[config.mk]
export PLATFORM = sky130hd
export DESIGN_NAME = cal_eep_spi_slave
export DESIGN_NICKNAME = d
export VERILOG_FILES = /design/src/rtl/cal_eep_spi_slave.sv
export SDC_FILE = /design/constraint.sdc
export NUM_CORES = 1
export LEC_CHECK = 0
export CAP_MARGIN = 15
export CORE_MARGIN = 3
export CORE_UTILIZATION = 45
export CTS_BUF_LIST = sky130_fd_sc_hd__clkbuf_2
export DETAILED_ROUTE_END_ITERATION = 12
export DONT_BUFFER_PORTS = 1
export HOLD_SLACK_MARGIN = 0.02
export PLACE_DENSITY = 0.69
export SKIP_LAST_GASP = 1
export SLEW_MARGIN = 40
export SYNTH_ARGS = -nofsm -noshare
export SYNTH_HDL_FRONTEND = slang
export SYNTH_SLANG_ARGS = --single-unit
[constraint.sdc]
create_clock -name clk -period 4.18 [get_ports clk]
set_input_delay 0.418 -clock clk [delete_from_list [all_inputs] [get_ports clk]]
set_output_delay 0.418 -clock clk [all_outputs]
set_load 0.02 [all_outputs]
[src/rtl/cal_eep_spi_slave.sv]
// SPI mode-0 slave in front of a 64x8 calibration EEPROM model; 16-bit frames {op[1:0], addr[5:0], data[7:0]}.
// Define CAL_EEP_WRT_LOCK_EN to make addresses 6'h30-6'h3F read-only.
module cal_eep_spi_slave (
  input  logic clk,
  input  logic rst_n,
  input  logic SS_n,
  input  logic SCLK,
  input  logic MOSI,
  output logic MISO,
  output logic frame_done,
  output logic busy
);

  typedef enum logic [1:0] {
    IDLE   = 2'd0,
    ACTIVE = 2'd1,
    COMMIT = 2'd2
  } state_t;

  state_t      state_r, state_nxt_s;
  logic        ss_meta_r, ss_sync_r, ss_d_r;
  logic        sclk_meta_r, sclk_sync_r, sclk_d_r;
  logic        mosi_meta_r, mosi_sync_r, mosi_d_r;
  logic [4:0]  count_r;
  logic        overflow_r;
  logic [15:0] rx_shft_r, tx_shft_r, tx_nxt_s;
  logic [7:0]  rd_data_r;
  logic        miso_r, frame_done_r, busy_r;
  logic        ss_fall_s, ss_rise_s, sclk_rise_s, sclk_fall_s;
  logic        wr_en_s, rd_en_s, wr_allow_s;
  logic [7:0]  mem_r [0:63];

  assign ss_fall_s   = ss_d_r & ~ss_sync_r;
  assign ss_rise_s   = ~ss_d_r & ss_sync_r;
  // SCLK edges only count while the slave is selected
  assign sclk_rise_s = ~ss_sync_r & ~sclk_d_r & sclk_sync_r;
  assign sclk_fall_s = ~ss_sync_r & sclk_d_r & ~sclk_sync_r;

  // Synchronizers and edge-detect flops
  always_ff @(posedge clk) begin
    if (!rst_n) begin
      ss_meta_r   <= 1'b1;
      ss_sync_r   <= 1'b1;
      ss_d_r      <= 1'b1;
      sclk_meta_r <= 1'b0;
      sclk_sync_r <= 1'b0;
      sclk_d_r    <= 1'b0;
      mosi_meta_r <= 1'b0;
      mosi_sync_r <= 1'b0;
      mosi_d_r    <= 1'b0;
    end else begin
      ss_meta_r   <= SS_n;
      ss_sync_r   <= ss_meta_r;
      ss_d_r      <= ss_sync_r;
      sclk_meta_r <= SCLK;
      sclk_sync_r <= sclk_meta_r;
      sclk_d_r    <= sclk_sync_r;
      mosi_meta_r <= MOSI;
      mosi_sync_r <= mosi_meta_r;
      mosi_d_r    <= mosi_sync_r;
    end
  end

  // State register
  always_ff @(posedge clk) begin
    if (!rst_n) begin
      state_r <= IDLE;
    end else begin
      state_r <= state_nxt_s;
    end
  end

  // Next-state logic; a frame commits only with exactly 16 SCLK rises
  always_comb begin
    state_nxt_s = state_r;
    case (state_r)
      IDLE: begin
        if (ss_fall_s) state_nxt_s = ACTIVE;
        else           state_nxt_s = IDLE;
      end
      ACTIVE: begin
        if (ss_rise_s) begin
          if ((count_r == 5'd16) && !overflow_r) state_nxt_s = COMMIT;
          else                                    state_nxt_s = IDLE;
        end else begin
          state_nxt_s = ACTIVE;
        end
      end
      COMMIT:  state_nxt_s = IDLE;
      default: state_nxt_s = IDLE;
    endcase
  end

  // Commit-cycle decode of the received frame
  always_comb begin
    wr_en_s    = 1'b0;
    rd_en_s    = 1'b0;
`ifdef CAL_EEP_WRT_LOCK_EN
    wr_allow_s = (rx_shft_r[13:12] != 2'b11);
`else
    wr_allow_s = 1'b1;
`endif
    if (state_r == COMMIT) begin
      case (rx_shft_r[15:14])
        2'b01:   wr_en_s = wr_allow_s;
        2'b00:   rd_en_s = 1'b1;
        default: begin
          wr_en_s = 1'b0;
          rd_en_s = 1'b0;
        end
      endcase
    end else begin
      wr_en_s = 1'b0;
      rd_en_s = 1'b0;
    end
  end

  // Transmit shifter next value
  always_comb begin
    tx_nxt_s = tx_shft_r;
    if (ss_fall_s) begin
      tx_nxt_s = {8'h00, rd_data_r};
    end else if (sclk_fall_s && (state_r == ACTIVE)) begin
      tx_nxt_s = {tx_shft_r[14:0], 1'b0};
    end else begin
      tx_nxt_s = tx_shft_r;
    end
  end

  // Datapath: bit counter, shifters, read latch and registered outputs
  always_ff @(posedge clk) begin
    if (!rst_n) begin
      count_r      <= 5'd0;
      overflow_r   <= 1'b0;
      rx_shft_r    <= 16'h0000;
      tx_shft_r    <= 16'h0000;
      rd_data_r    <= 8'h00;
      miso_r       <= 1'b0;
      frame_done_r <= 1'b0;
      busy_r       <= 1'b0;
    end else begin
      if (ss_fall_s) begin
        count_r    <= 5'd0;
        overflow_r <= 1'b0;
      end else if (sclk_rise_s && (state_r == ACTIVE)) begin
        rx_shft_r <= {rx_shft_r[14:0], mosi_d_r};
        if (count_r == 5'd16) overflow_r <= 1'b1;
        else                  count_r    <= count_r + 5'd1;
      end
      tx_shft_r    <= tx_nxt_s;
      if (rd_en_s) rd_data_r <= mem_r[rx_shft_r[13:8]];
      miso_r       <= ~ss_sync_r & tx_nxt_s[15];
      frame_done_r <= (state_nxt_s == COMMIT);
      busy_r       <= (state_nxt_s == ACTIVE);
    end
  end

  // Non-volatile storage: deliberately untouched by reset
  always_ff @(posedge clk) begin
    if (wr_en_s) mem_r[rx_shft_r[13:8]] <= rx_shft_r[7:0];
  end

  assign MISO       = miso_r;
  assign frame_done = frame_done_r;
  assign busy       = busy_r;

endmodule

Word-level counts from Yosys, hierarchy flattened. Memories as Yosys holds them, arrays and structs flattened. A register that Yosys moved wholly into a read port is not among the register bits. Index checks and enable logic that the tools add are counted.

Register bits: 52. Latch bits: 0. RAM bits: 512. Bits in read-only memories: 0. Bits of input ports: 5. Output and inout port bits: 3. Word-level logic and storage cells: 65. Memories kept: 1.

Memories: mem_r (depth 64, bits a word 8, read ports 1, clocked after Yosys merged registers in 1, write ports 1, RTL line 31) `logic [7:0] mem_r [0:63];`.

Add/subtract/negate cells: 1. Multipliers: 0. Div/mod/pow operators: 0. Magnitude comparators: 0. Eq/ne operators: 6. Shifts and indexed selects: 0. Multiplexer cells: 12. Bitwise gates (word level): 14. Reduce and logical (&&, ||, !) cells: 12.

Operators with widths (number): $mux W16 (2); $and A1 B1 Y1 (7); $mux W1 (7); $not A1 Y1 (7); $eq A2 B1 Y1 const B (3); $reduce_and A2 Y1 (3); $add A5 B1 Y5 const B (1); $eq A5 B5 Y1 const B (1); $eq A2 B2 Y1 const B (2); $logic_not A2 Y1 (2); $mux W2 (2); $pmux W2 S2 (1); $logic_and A1 B1 Y1 (3); $logic_not A1 Y1 (2); $reduce_bool A2 Y1 (1); $reduce_or A2 Y1 (1).

Logic depth before layout (Yosys ltp). Gate-level depths: netlist (run 1).

Word-level depth: 7. Depth in mapped cells: 10. Mapped depth without buffers: 7.

Least setup slack after synthesis (run 1). OpenSTA, ideal clock, no wires.

Path type: reg-to-reg. Start point: register rx_shft_r[10]. End point: memory mem_r[14][0], enable pin. Setup time: 0.370 ns. Data arrival time: 1.819 ns. Data required time: 3.810 ns. Path slack: 1.990 ns. Stages on the path, launching flop included: 8. Path buffers: 5. Period minus slack after synthesis: 2.190 ns. Cell sequence: dfxtp_1 > buf_4 > buf_6 > buf_4 > buf_2 > buf_2 > nand3_1 > nor2_1.

RTL lines: start, declared (RTL line 26) `logic [15:0] rx_shft_r, tx_shft_r, tx_nxt_s;`; start signal, assigned (RTL line 146) `rx_shft_r <= {rx_shft_r[14:0], mosi_d_r};`; end, declared (RTL line 31).

No word-level cell before the write port.

==> results of run 1 <==
==> cells in the final DEF (no fill, tap or decap), types with 6 or more instances in the layout <==
cell / instances
sky130_fd_sc_hd__a21oi_1: 34
sky130_fd_sc_hd__a221o_1: 8
sky130_fd_sc_hd__a221oi_1: 42
sky130_fd_sc_hd__a22o_1: 11
sky130_fd_sc_hd__a22oi_1: 52
sky130_fd_sc_hd__a31oi_1: 8
sky130_fd_sc_hd__and2_1: 7
sky130_fd_sc_hd__buf_4: 43
sky130_fd_sc_hd__bufinv_16: 6
sky130_fd_sc_hd__clkbuf_2: 202
sky130_fd_sc_hd__clkinv_1: 22
sky130_fd_sc_hd__dfxtp_1: 49
sky130_fd_sc_hd__dfxtp_2: 8
sky130_fd_sc_hd__dlygate4sd3_1: 8
sky130_fd_sc_hd__edfxtp_1: 512
sky130_fd_sc_hd__mux2_2: 32
sky130_fd_sc_hd__mux2i_1: 94
sky130_fd_sc_hd__mux4_2: 38
sky130_fd_sc_hd__nand2_1: 39
sky130_fd_sc_hd__nand3_1: 11
sky130_fd_sc_hd__nor2_1: 76
sky130_fd_sc_hd__nor2_2: 21
sky130_fd_sc_hd__nor2b_1: 20
sky130_fd_sc_hd__nor3_1: 18
sky130_fd_sc_hd__o211a_1: 7
sky130_fd_sc_hd__o21ai_0: 23
sky130_fd_sc_hd__o22a_1: 7
sky130_fd_sc_hd__o22ai_1: 12
==> stage by stage <==
| step | instance area [µm²] | power, mW | hold WS [ps] | std cells | setup slack, ps |
|---|---|---|---|---|---|
| 2_1_floorplan | 22310 | 6.286 | 386.3 | 1322 | 1990 |
| 3_3_place_gp | 23040 | 6.283 | 404.7 | 1932 | 908.8 |
| 3_5_place_dp | 23090 | 6.283 | 396.8 | 1933 | 818.1 |
| 4_1_cts | 24490 | 10.04 | 125.7 | 2177 | 770.8 |
| 5_1_grt | 24520 | 10.34 | 187.8 | 2178 | 987.9 |
| 6_report | 24520 | 9.973 | 266.5 | 2178 | 924.1 |
==> metal layers <==
metal  global-route usage  up-vias
li1                     -     5585
met1               0.3030     6623
met2               0.3280      886
met3              0.05895      146
met4              0.09373        0
met5                    0        -
==> flip-flops by register name, summed over array words and instances (netlist names), 2 cells and up <==
register   cells
mem_r        512
rx_shft_r     16
count_r        5
rd_data_r      8
state_r        2
tx_shft_r     16
==> critical path, cell delays in order, from the launching register on <==
cell	delay [ps]
sky130_fd_sc_hd__dfxtp_4	830
sky130_fd_sc_hd__buf_4	420
sky130_fd_sc_hd__nor2_1	100
sky130_fd_sc_hd__buf_4	250
sky130_fd_sc_hd__a22oi_1	210
sky130_fd_sc_hd__o31ai_1	110
sky130_fd_sc_hd__nor4_1	750
sky130_fd_sc_hd__and3_1	320
sky130_fd_sc_hd__a31oi_1	90
==> where the power goes <==
group	switching, mW	total (mW)	internal (mW)
Combinational	0.0164	0.0330	0.0166
Sequential	0.00535	6.13	6.13
Clock	2.16	3.81	1.65
==> cell families after synthesis <==
| family | Yosys count | share of synthesized area |
|---|---|---|
| DFF | 572 | 0.7429 |
| AOI/OAI and AO/OA | 249 | 0.08389 |
| and+or+nand+nor | 232 | 0.05053 |
| muxes | 164 | 0.09667 |
| buffers and inverters | 98 | 0.02288 |
| xor gates and xnor gates | 4 | 0.001570 |
| adders and majority gates | 3 | 0.001570 |
==> cells in the mapped netlist (4+ instances only) <==
master                     number  area (µm²)
sky130_fd_sc_hd__a221oi_1      42       367.9
sky130_fd_sc_hd__o22ai_1       12       75.07
sky130_fd_sc_hd__inv_1          5       18.77
sky130_fd_sc_hd__nand2_1       39       146.4
sky130_fd_sc_hd__a22oi_1       52       390.4
sky130_fd_sc_hd__nor3_1        18       90.09
sky130_fd_sc_hd__mux2i_1       94       940.9
sky130_fd_sc_hd__o31ai_1        5       37.54
sky130_fd_sc_hd__nand2b_1       4       25.02
sky130_fd_sc_hd__o211a_1        7       70.07
sky130_fd_sc_hd__buf_4         13       97.59
sky130_fd_sc_hd__nand3_1       11       55.05
sky130_fd_sc_hd__mux4_2        38       855.8
sky130_fd_sc_hd__mux2_2        32       360.4
sky130_fd_sc_hd__clkbuf_1      33       123.9
sky130_fd_sc_hd__o22a_1         7       61.31
sky130_fd_sc_hd__o21a_1         5       37.54
sky130_fd_sc_hd__dfxtp_1       60        1201
sky130_fd_sc_hd__nor2_1        96       360.4
sky130_fd_sc_hd__nand3b_1       5       37.54
sky130_fd_sc_hd__o21ai_0       23       115.1
sky130_fd_sc_hd__a221o_1        8       80.08
sky130_fd_sc_hd__nor2b_1       21       131.4
sky130_fd_sc_hd__buf_2         33       165.2
sky130_fd_sc_hd__a31oi_1        8       50.05
sky130_fd_sc_hd__a211oi_1       5       37.54
sky130_fd_sc_hd__edfxtp_1     512       15370
sky130_fd_sc_hd__a22o_1        11       96.34
sky130_fd_sc_hd__buf_1          5       18.77
sky130_fd_sc_hd__a21oi_1       34       170.2
sky130_fd_sc_hd__buf_6          7       78.83
sky130_fd_sc_hd__and3_1         5       31.28
sky130_fd_sc_hd__and2_1         8       50.05
==> cell type report <==
| cell class | count | area (µm²) |
|---|---|---|
| Tap cell | 656 | 820.8 |
| Clock buffer | 202 | 1011 |
| Clock inverter | 33 | 289.0 |
| Sequential cell | 572 | 16600 |
| Antenna cell | 1 | 2.502 |
| Fill cell | 3998 | 23830 |
| Inverter | 7 | 28.78 |
| Timing Repair Buffer | 55 | 474.2 |
| Multi-Input combinational cell | 652 | 5296 |
==> final timing paths <==
path	from	endpoint	cells past startpoint
setup / recovery	rx_shft_r[10]	rd_data_r[6]	8
setup reg to reg	rx_shft_r[10]	rd_data_r[6]	8
hold reg to reg	ss_meta_r	ss_sync_r	1
hold / removal	rst_n	ss_sync_r	3
==> flow_results.org, run 1 <==
** Outcome
- The flow ran to the end, and the final reports show no timing, DRC or antenna violations.

** Detailed routing
- Wire segments on met2 add up to between 20000 and 30000 µm in the final route.
- Wire length on met1 :: 22290 µm
- Dividing the detail-routed via count by the number of cells gives 6.079.
- The count of nets left with antenna violations once routing finished came out at 0.
- Dividing the detail-routed wire length by the instance count gives roughly 26 µm.
- DRC violation total after the first TritonRoute iteration :: 2078
- Residual DRC :: 0
- In the detailed route, the total length drawn on met3 is 6760 µm.
- After detailed routing, the total wire length is 57200 µm.
- Across all layers, the routed design uses 13240 vias.
- Routed signal wires occupy layers up through met4.
- Pre-antenna DRT Iters :: 8

** Power and ir drop
- Dividing total power by cell area gives a power density of slightly above 400 nW/µm².
- Worst vdd rail ir drop :: 0.0002067 V
- Leakage :: slightly above 8 nW

** Timing
- Setup skew after layout :: 94.84 ps
- For the pin with the worst max-slew slack, the measured transition is 914.4 ps.
- Count of endpoints failing setup in the final report :: 0
- Summed negative setup slack over all endpoints :: 0 ps
- Post-layout minimum cycle time :: 3256 ps
- Headroom to the max-slew limit came out at 0.3889.
- Crit share post-route :: 0.7789
- Final Hold Viols :: 0
- Final Slew Violations :: 0
- Setup repair after global routing missed its margin :: false
- Max Clock Freq :: 0.3071 GHz

** Setup path
- Along the worst path, the maximum fanout reaches 49.
- Data arrival time of the worst path :: roughly 4200 ps
- Data required time of the worst path :: roughly 5000 ps
- Reg2Reg Setup Slack :: 920 ps
- Endpoint class of the critical path :: register
- Crit path kind :: reg2reg
- CP Launch Type :: register

** Hold path
- The tightest min-delay check is of the in2reg type.

** Placement
- After legalization and detailed placement, the total HPWL measured 33530 µm.
- During placement, the flow inserted port buffers numbering 0.
- The congestion estimate from routability-driven global placement came to 0.9193.

** Run
- Across the run, the number of max-cap violations was 0.

** GRT
- Initial antenna violation count :: 1
- Maximum number of pins on one net before global-route repair :: between 60 and 70
- Across every metal layer, demand over resource in global routing totals 0.2187.
- Number of global-route vias before repair :: 13210
- The first global-routing pass estimated 85230 µm of wire.
- After global routing the overflow that remains totals 0.

** Yosys
- Number of warnings issued by yosys :: 0
- The cell area that synthesis handed to floorplanning was 22310 µm².
- Fraction of synthesis flops using an asynchronous set or reset pin :: 0
- Synth cell types :: 71
- Leading register cell type out of synthesis :: sky130_fd_sc_hd__edfxtp_1
- The number of nets in the synthesized netlist is 1329.
- Synthesis inferred 572 register bits.
- Post-synth EDFFs :: 512
- Gate Count Post-Synth :: around 1300
- Synthesized area divided by synthesized cell count :: 16.88 µm²
- The share of the Yosys chip area taken by registers is 0.7429.

** Layout
- Fin nets :: 1435
- Proportion of layout cells with a drive suffix above 1 :: 0.2505
- From synthesis to final layout, the design area changed by 9.892%.
- At the end of the flow the core is filled with cells to 0.5072.

** Die
- Core region area :: 48350 µm²
- Die Width :: 228.7 µm
- The die covers 52290 µm².
- Ports placed on the boundary :: 8
- Y dimension of the die :: 228.7 µm
- Number of placement rows :: 80
- Starting utilization of the core area :: 0.4615

** CTS
- Buffers inserted to repair hold after CTS numbered 9.
- Clock buffer count from CTS :: 140
- Clock tree sinks :: 572
- Clock latency on the worst-skew pair :: 1110 ps
- Post-CTS repair changed the size of 0 cells.
- CTS max path bufs :: 3
- Number of levels in the clock H-tree :: 4
- TritonCTS built the clock tree.
- Clk slew on worst S/H paths :: roughly 100 ps
- Root Driver :: sky130_fd_sc_hd__clkbuf_2
- In this run the post-CTS setup repair buffer count came out at 0.
No activity file was read; power rests on OpenSTA's default activity.
==> run 2, diff against run 1 <==
Clock period 4.18 ns to 3.1 ns, I/O delays scaled along.
==> flow_results.org, run 2 (synthesis results as in run 1) <==
** Placement
- Last weighted congestion value of the routability-driven placer :: 0.9881 (was 0.9193)
- The cell total after placement is 2030 (was 1933).
- The count of port buffers added during placement is 0 (unchanged).
- Detailed placer's ending HPWL :: 37000 µm (was 33530 µm)

** Layout
- Proportion of layout cells with a drive suffix above 1 :: 0.2778 (was 0.2505)
- Post-route non-filler standard cell count :: 2294 (was 2178)
- The post-layout net count came to 1537 (was 1435).
- The leading cell type in the layout, fill and taps excluded is sky130_fd_sc_hd__edfxtp_1 (unchanged).
- Commonest cells after routing, fill and taps aside :: 512 x sky130_fd_sc_hd__edfxtp_1, 194 x sky130_fd_sc_hd__clkbuf_2, 137 x sky130_fd_sc_hd__buf_4, 96 x sky130_fd_sc_hd__nor2_1, 94 x sky130_fd_sc_hd__mux2i_1 (was 512 x sky130_fd_sc_hd__edfxtp_1, 202 x sky130_fd_sc_hd__clkbuf_2, 94 x sky130_fd_sc_hd__mux2i_1, 76 x sky130_fd_sc_hd__nor2_1, 52 x sky130_fd_sc_hd__a22oi_1)
- Largest register FFs :: 512 (unchanged)
- Layout overhead on the synthesized area :: 13.49% (was 9.892%)

** Detailed routing
- The number of vias after detailed routing is 13610 (was 13240).
- Pre-antenna DRT Iters :: 6 (was 8)
- The remaining design rule violation count was 0 (unchanged).
- Routed wire length :: 59030 µm (was 57200 µm)
- The average vias per placed instance was 5.934 (was 6.079).
- The routed wirelength normalized by instance count came to 25.73 µm (was 26.26 µm).
- DRT antenna net count :: 0 (unchanged)
- The number of DRC markers in iteration 0 came to 2174 (was 2078).

** CTS
- Number of buffers inserted by post-CTS setup repair :: 0 (unchanged)
- TritonCTS clock tree :: built (unchanged)
- The number of sinks on the clock net is 572 (unchanged).
- Clock latency on the worst-skew pair :: 1300 ps (was 1110 ps)
- The number of buffers between clock root and the deepest sink was 3 (unchanged).
- The number of CTS-inserted buffers was 142 (was 140).
- The number of gates resized after CTS was 0 (unchanged).
- The hold buffer count at cts is 12 (was 9).
- The maximum level of the CTS H-tree was 4 (unchanged).
- Clk slew on worst S/H paths :: 110 ps (was 100 ps)
- The cell at the root of the clock tree was sky130_fd_sc_hd__clkbuf_2 (unchanged).

** GRT
- Number of global-route vias before repair :: 13750 (was 13210)
- Met3 global-route usage :: 0.06219 (was 0.05895)
- The met2 track demand over resource is 0.3406 (was 0.3280).
- Maximum number of pins on one net before global-route repair :: 67 (unchanged)
- The most crowded layer after global routing is met2 (unchanged).
- Wire length of the first global-routing pass :: 88150 µm (was 85230 µm)
- The total routing usage reported by global routing was 0.2282 (was 0.2187).
- Total congestion overflow after global routing :: 0 (unchanged)
- The global routing usage on met1 is 0.3101 (was 0.3030).
- The number of antenna violations at the first check in global routing came to 2 (was 1).

** Timing
- The worst slew margin relative to its limit came to 0.4230 (was 0.3889).
- The transition time at the pin with the least slew margin was 865.5 ps (was 914.4 ps).
- Crit share post-route :: 0.9037 (was 0.7789)
- The final-layout worst hold slack was 251.6 ps (was 266.5 ps).
- Setup repair after global routing missed its margin: false (unchanged).
- The setup skew after layout was 87.47 ps (was 94.84 ps).
- Max Clock Freq :: 0.3570 GHz (was 0.3071 GHz)
- Post-layout minimum cycle time :: 2801 ps (was 3256 ps)
- The total count of hold-check failures in the final report is 0 (unchanged).
- The setup TNS is 0 ps (unchanged).
- Final Slew Violations :: 0 (unchanged)
- The setup-violating endpoint count in the final report is 0 (unchanged).

** Setup path
- Critical path startpoint :: rx_shft_r[10] (unchanged)
- Worst-path maximum fanout :: 38 (was 49)
- The capture point of the critical path was rd_data_r[6] (unchanged).
- The reg-to-reg startpoint was rx_shft_r[10] (unchanged).
- Crit path kind :: reg2reg (unchanged)
- The required time of the critical path was 4280 ps (was 5120 ps).
- The kind of capture point of the worst setup path is a register (unchanged).
- The arrival time at the worst endpoint came to 3980 ps (was 4190 ps).
- Number of cells traversed by the worst register-to-register path :: 8 (unchanged)
- The worst reg2reg path endpoint was rd_data_r[6] (unchanged).
- Reg2Reg Setup Slack :: 300 ps (was 920 ps)
- CP Launch Type :: register (unchanged)

** Power and ir drop
- Leakage :: 8.667 nW (was 8.143 nW)
- Power per standard cell area :: 531.8 nW/µm² (was 406.7 nW/µm²)
- Worst vdd rail ir drop :: 0.0003013 V (was 0.0002067 V)

** Outcome
- Status :: completed (unchanged)

** Run
- The max capacitance violation total is 0 (unchanged).

** Die
- Number of placement rows :: 80 (unchanged)
- The area of the die is 52290 µm² (unchanged).
- Core region area :: 48350 µm² (unchanged)
- The boundary pin count is 8 (unchanged).
- The height of the die came to 228.7 µm (unchanged).
- The initial core utilization came to 0.4615 (unchanged).
- Die Width :: 228.7 µm (unchanged)

** Hold path
- The classification of the worst-slack hold path was in2reg (unchanged).
## run 2: cell count changes in the layout (fill, tap and decap cells not counted), moves of 3 or more
| cell | delta |
|---|---|
| sky130_fd_sc_hd__buf_4 | +94 |
| sky130_fd_sc_hd__nor2_1 | +20 |
| sky130_fd_sc_hd__nor2_2 | -19 |
| sky130_fd_sc_hd__clkinv_1 | +15 |
| sky130_fd_sc_hd__clkbuf_2 | -8 |
| sky130_fd_sc_hd__buf_12 | +5 |
| sky130_fd_sc_hd__clkinv_2 | +4 |
| sky130_fd_sc_hd__clkinv_4 | +3 |
| sky130_fd_sc_hd__diode_2 | +3 |
## run 2: final cells by class
type,count,area [µm²]
clock inverters,54,369.1
repair buffers,155,1289
inverters,7,26.28
clock buffers,194,970.9
multi-input cells,652,5235
diodes,4,10.01
flip-flops and latches,572,16600
fillers,3911,23020
well taps,656,820.8
## run 2: critical path, stage by stage (launching register included)
cell and delay [ps]:
sky130_fd_sc_hd__dfxtp_4 830, sky130_fd_sc_hd__buf_4 310, sky130_fd_sc_hd__nor2b_1 360, sky130_fd_sc_hd__buf_4 250, sky130_fd_sc_hd__a22oi_1 100, sky130_fd_sc_hd__nor3_1 320
sky130_fd_sc_hd__nor4_1 180, sky130_fd_sc_hd__and3_1 200, sky130_fd_sc_hd__a31oi_1 150
## run 2: routing by layer
| metal | share of wire | vias to the layer above |
|---|---|---|
| met5 | 0 | - |
| met3 | 0.11 | 171 |
| met4 | 0.044 | 0 |
| met2 | 0.45 | 954 |
| li1 | - | 5809 |
| met1 | 0.39 | 6679 |
## run 2: worst min-delay path by stage
stage          startpoint  slack [ps]     endpoint  cells past startpoint
3_3_place_gp        rst_n         390       ss_d_r                      1
5_1_grt              SCLK         160  sclk_meta_r                      3
6_report             SCLK         250  sclk_meta_r                      3
4_1_cts              SS_n         120    ss_meta_r                      3
2_1_floorplan   ss_meta_r         390    ss_sync_r                      1
3_5_place_dp        rst_n         390       ss_d_r                      1
## run 2: metrics by stage
step	total power, mW	area, µm²	util	setup slack [ps]
floorplan	8.476	22310	-	910.4
global placement	8.471	23820	0.4927	474.4
detailed placement	8.472	23830	0.4929	473.0
CTS	13.58	25310	0.5235	442.0
global route	14.03	25320	0.5238	195.2
finish	13.47	25320	0.5238	298.6
## run 2: power breakdown
| group | internal [mW] | leakage, nW | total, mW | switching, mW |
|---|---|---|---|---|
| sequential | 8.26 | 5.23 | 8.27 | 0.00703 |
| combinational | 0.0264 | 2.46 | 0.0493 | 0.0230 |
| clock | 2.13 | 0.970 | 5.15 | 3.02 |
| total | 10.4 | 8.67 | 13.5 | 3.05 |
==> run 3, diff against run 2 <==
Settings changed: GPL_ROUTABILITY_DRIVEN from default to 0, SLEW_MARGIN 40 to default.
==> flow_results.org, run 3 (synthesis results as in run 1) <==
** Setup path
- Crit path kind :: reg2reg (unchanged)
- The kind of capture point of the worst setup path is a register (unchanged).
- Worst path max stage delay :: 800 ps (was 830 ps)
- Data required time of the worst path :: 4300 ps (was 4280 ps)
- Chain of cells forming the critical path: nor2b_1 -> buf_4 -> a22oi_1 -> nor3_1 -> nor4_1 -> and3_1 -> a31oi_1 (was buf_4 -> nor2b_1 -> buf_4 -> a22oi_1 -> nor3_1 -> nor4_1 -> and3_1 -> a31oi_1).
- The maximum fanout encountered on the critical timing path is 38 (unchanged).
- Crit-path slowest cell :: sky130_fd_sc_hd__dfxtp_4 (unchanged)
- The nature of the critical path startpoint is a register (unchanged).
- Data arrival time of the worst path :: 3950 ps (was 3980 ps)

** Timing
- Crit share post-route :: 0.8880 (was 0.9037)
- Final Hold Viols :: 0 (unchanged)
- Setup repair after global routing missed its margin :: false (unchanged)
- The setup skew after layout was 99.40 ps (was 87.47 ps).
- The highest clock rate is 0.3633 GHz (was 0.3570 GHz).
- Count of endpoints failing setup in the final report :: 0 (unchanged)
- Final Slew Violations :: 0 (unchanged)
- Slew at the pin closest to its max-slew limit :: 999.8 ps (was 865.5 ps)
- The final-layout worst hold slack was 175.3 ps (was 251.6 ps).
- Max-slew headroom :: 0.3315 (was 0.4230)
- The setup TNS came to 0 ps (unchanged).
- Post-layout minimum cycle time :: 2753 ps (was 2801 ps)

** Placement
- Input/output buffers :: 0 (unchanged)
- Detailed placer's ending HPWL :: 36990 µm (was 37000 µm)
- The cell total after placement was 2029 (was 2030).

** CTS
- CTS max path bufs :: 3 (unchanged)
- Clock latency on the worst-skew pair :: 1390 ps (was 1300 ps)
- Post-cts resize count :: 0 (unchanged)
- The maximum level of the CTS H-tree came to 4 (unchanged).
- Hold bufs inserted after CTS :: 12 (unchanged)
- The cell at the root of the clock tree is sky130_fd_sc_hd__clkbuf_2 (unchanged).
- Clock tree sinks :: 572 (unchanged)
- Clk slew on worst S/H paths :: 110 ps (about the same)
- Number of buffers inserted by post-CTS setup repair :: 0 (unchanged)
- TritonCTS clock tree :: built (unchanged)
- The number of CTS-inserted buffers was 146 (was 142).

** GRT
- Maximum number of pins on one net before global-route repair :: 67 (unchanged)
- The number of antenna violations at the first check in global routing was 3 (was 2).
- Total congestion overflow after global routing :: 0 (unchanged)
- The wire length of the first global-routing pass was 88050 µm (was 88150 µm).
- Overall routing resource usage :: 0.2281 (was 0.2282)
- The via count of the first global-routing pass was 13850 (was 13750).

** Detailed routing
- The number of iterations in the first detailed-routing pass was 6 (unchanged).
- The remaining design rule violation count came to 0 (unchanged).
- Vias after detailed routing :: 13580 (was 13610)
- The average vias per placed instance was 5.904 (was 5.934).
- Routed wire length :: 59230 µm (was 59030 µm)
- DR WL met2 :: 26760 µm (was 26640 µm)
- The met1 layer wirelength in the final routing was 23470 µm (was 23230 µm).
- The detailed route wirelength on metal3 came to 6194 µm (was 6582 µm).
- Top routing layer in use :: met4 (unchanged)
- The number of DRC markers in iteration 0 came to 2011 (was 2174).
- Wire length per cell after detailed routing :: 25.74 µm (was 25.73 µm)
- The post-detailed-route count of antenna-violating nets was 0 (unchanged).

** Power and ir drop
- Leakage :: 8.678 nW (was 8.667 nW)
- The post-route total power came to 13.31 mW (was 13.47 mW).
- Power per standard cell area :: 526.5 nW/µm² (was 531.8 nW/µm²)
- Worst vdd rail ir drop :: 0.0003038 V (was 0.0003013 V)

** Layout
- The post-layout net count came to 1540 (was 1537).
- The number of filler cells placed in the layout came to 3935 (was 3911).
- The signed area change from the synthesized netlist to the final layout came to 13.27% (was 13.49%).
- The final cell count without fillers was 2301 (was 2294).
- Most common cell after layout, fill and taps aside :: sky130_fd_sc_hd__edfxtp_1 (unchanged)
- Proportion of layout cells with a drive suffix above 1 :: 0.2854 (was 0.2778)
- Commonest cells after routing, fill and taps aside :: 512 x sky130_fd_sc_hd__edfxtp_1, 208 x sky130_fd_sc_hd__clkbuf_2, 136 x sky130_fd_sc_hd__buf_4, 96 x sky130_fd_sc_hd__nor2_1, 94 x sky130_fd_sc_hd__mux2i_1 (was 512 x sky130_fd_sc_hd__edfxtp_1, 194 x sky130_fd_sc_hd__clkbuf_2, 137 x sky130_fd_sc_hd__buf_4, 96 x sky130_fd_sc_hd__nor2_1, 94 x sky130_fd_sc_hd__mux2i_1)
- The number of flip-flops in the largest register is 512 (unchanged).

** Die
- Starting utilization of the core area :: 0.4615 (unchanged)
- The boundary pin count was 8 (unchanged).
- Core region area :: 48350 µm² (unchanged)
- Number of placement rows :: 80 (unchanged)
- The die boundary width was 228.7 µm (unchanged).
- The height of the die is 228.7 µm (unchanged).
- Die ar. :: 52290 µm² (unchanged)

** Run
- Max Cap Violations :: 0 (unchanged)

** Hold path
- The classification of the worst-slack hold path is in2reg (unchanged).

** Outcome
- Status: completed (unchanged).
## run 3: worst paths after layout
check / from / end / slack, ps / cells after the start
worst min register to register: mosi_sync_r / mosi_d_r / 440 / 1
worst min-delay path: SCLK / sclk_meta_r / 180 / 3
worst max register to register: rx_shft_r[10] / rd_data_r[6] / 350 / 7
worst max-delay path: rx_shft_r[10] / rd_data_r[6] / 350 / 7
## run 3: layout make-up
| cell class | instances | area, µm² | share of cell area |
|---|---|---|---|
| well taps | 656 | 820.8 | 0.03248 |
| repair buffers | 154 | 1281 | 0.05070 |
| multi-input cells | 652 | 5235 | 0.2071 |
| clock inverters | 47 | 259.0 | 0.01025 |
| flip-flops and latches | 572 | 16600 | 0.6567 |
| diodes | 5 | 12.51 | 0.0004951 |
| inverters | 7 | 26.28 | 0.001040 |
| clock buffers | 208 | 1041 | 0.04119 |
## run 3: routing by layer
layer | up-vias | global-route usage
li1 | 5818 | -
met1 | 6716 | 0.3054
met2 | 870 | 0.3411
met3 | 180 | 0.06443
met4 | 0 | 0.1194
met5 | - | 0
## run 3: through the flow
stage	cell area [µm²]	worst slack (ps)	util
after detailed placement	23820	475.8	0.4927
after floorplan	22310	910.4	-
after global routing	25270	235.7	0.5227
after global placement	23820	474.4	0.4927
after CTS	25260	409.9	0.5225
final	25270	347.2	0.5227
## run 3: critical path: cells and delay by family (launching register included)
family / cells / cell delay (ps)
AOI/OAI and AO/OA: 2 / 340
DFF: 1 / 800
and+or+nand+nor: 4 / 1180
buffers and inverters: 1 / 280
## run 3: where the power goes
part / switching [mW] / internal [mW] / leakage (nW) / total, mW
clock network: 3.06 / 1.92 / 0.985 / 4.99
logic: 0.0233 / 0.0267 / 2.46 / 0.0500
registers: 0.00707 / 8.26 / 5.23 / 8.27
total: 3.09 / 10.2 / 8.68 / 13.3
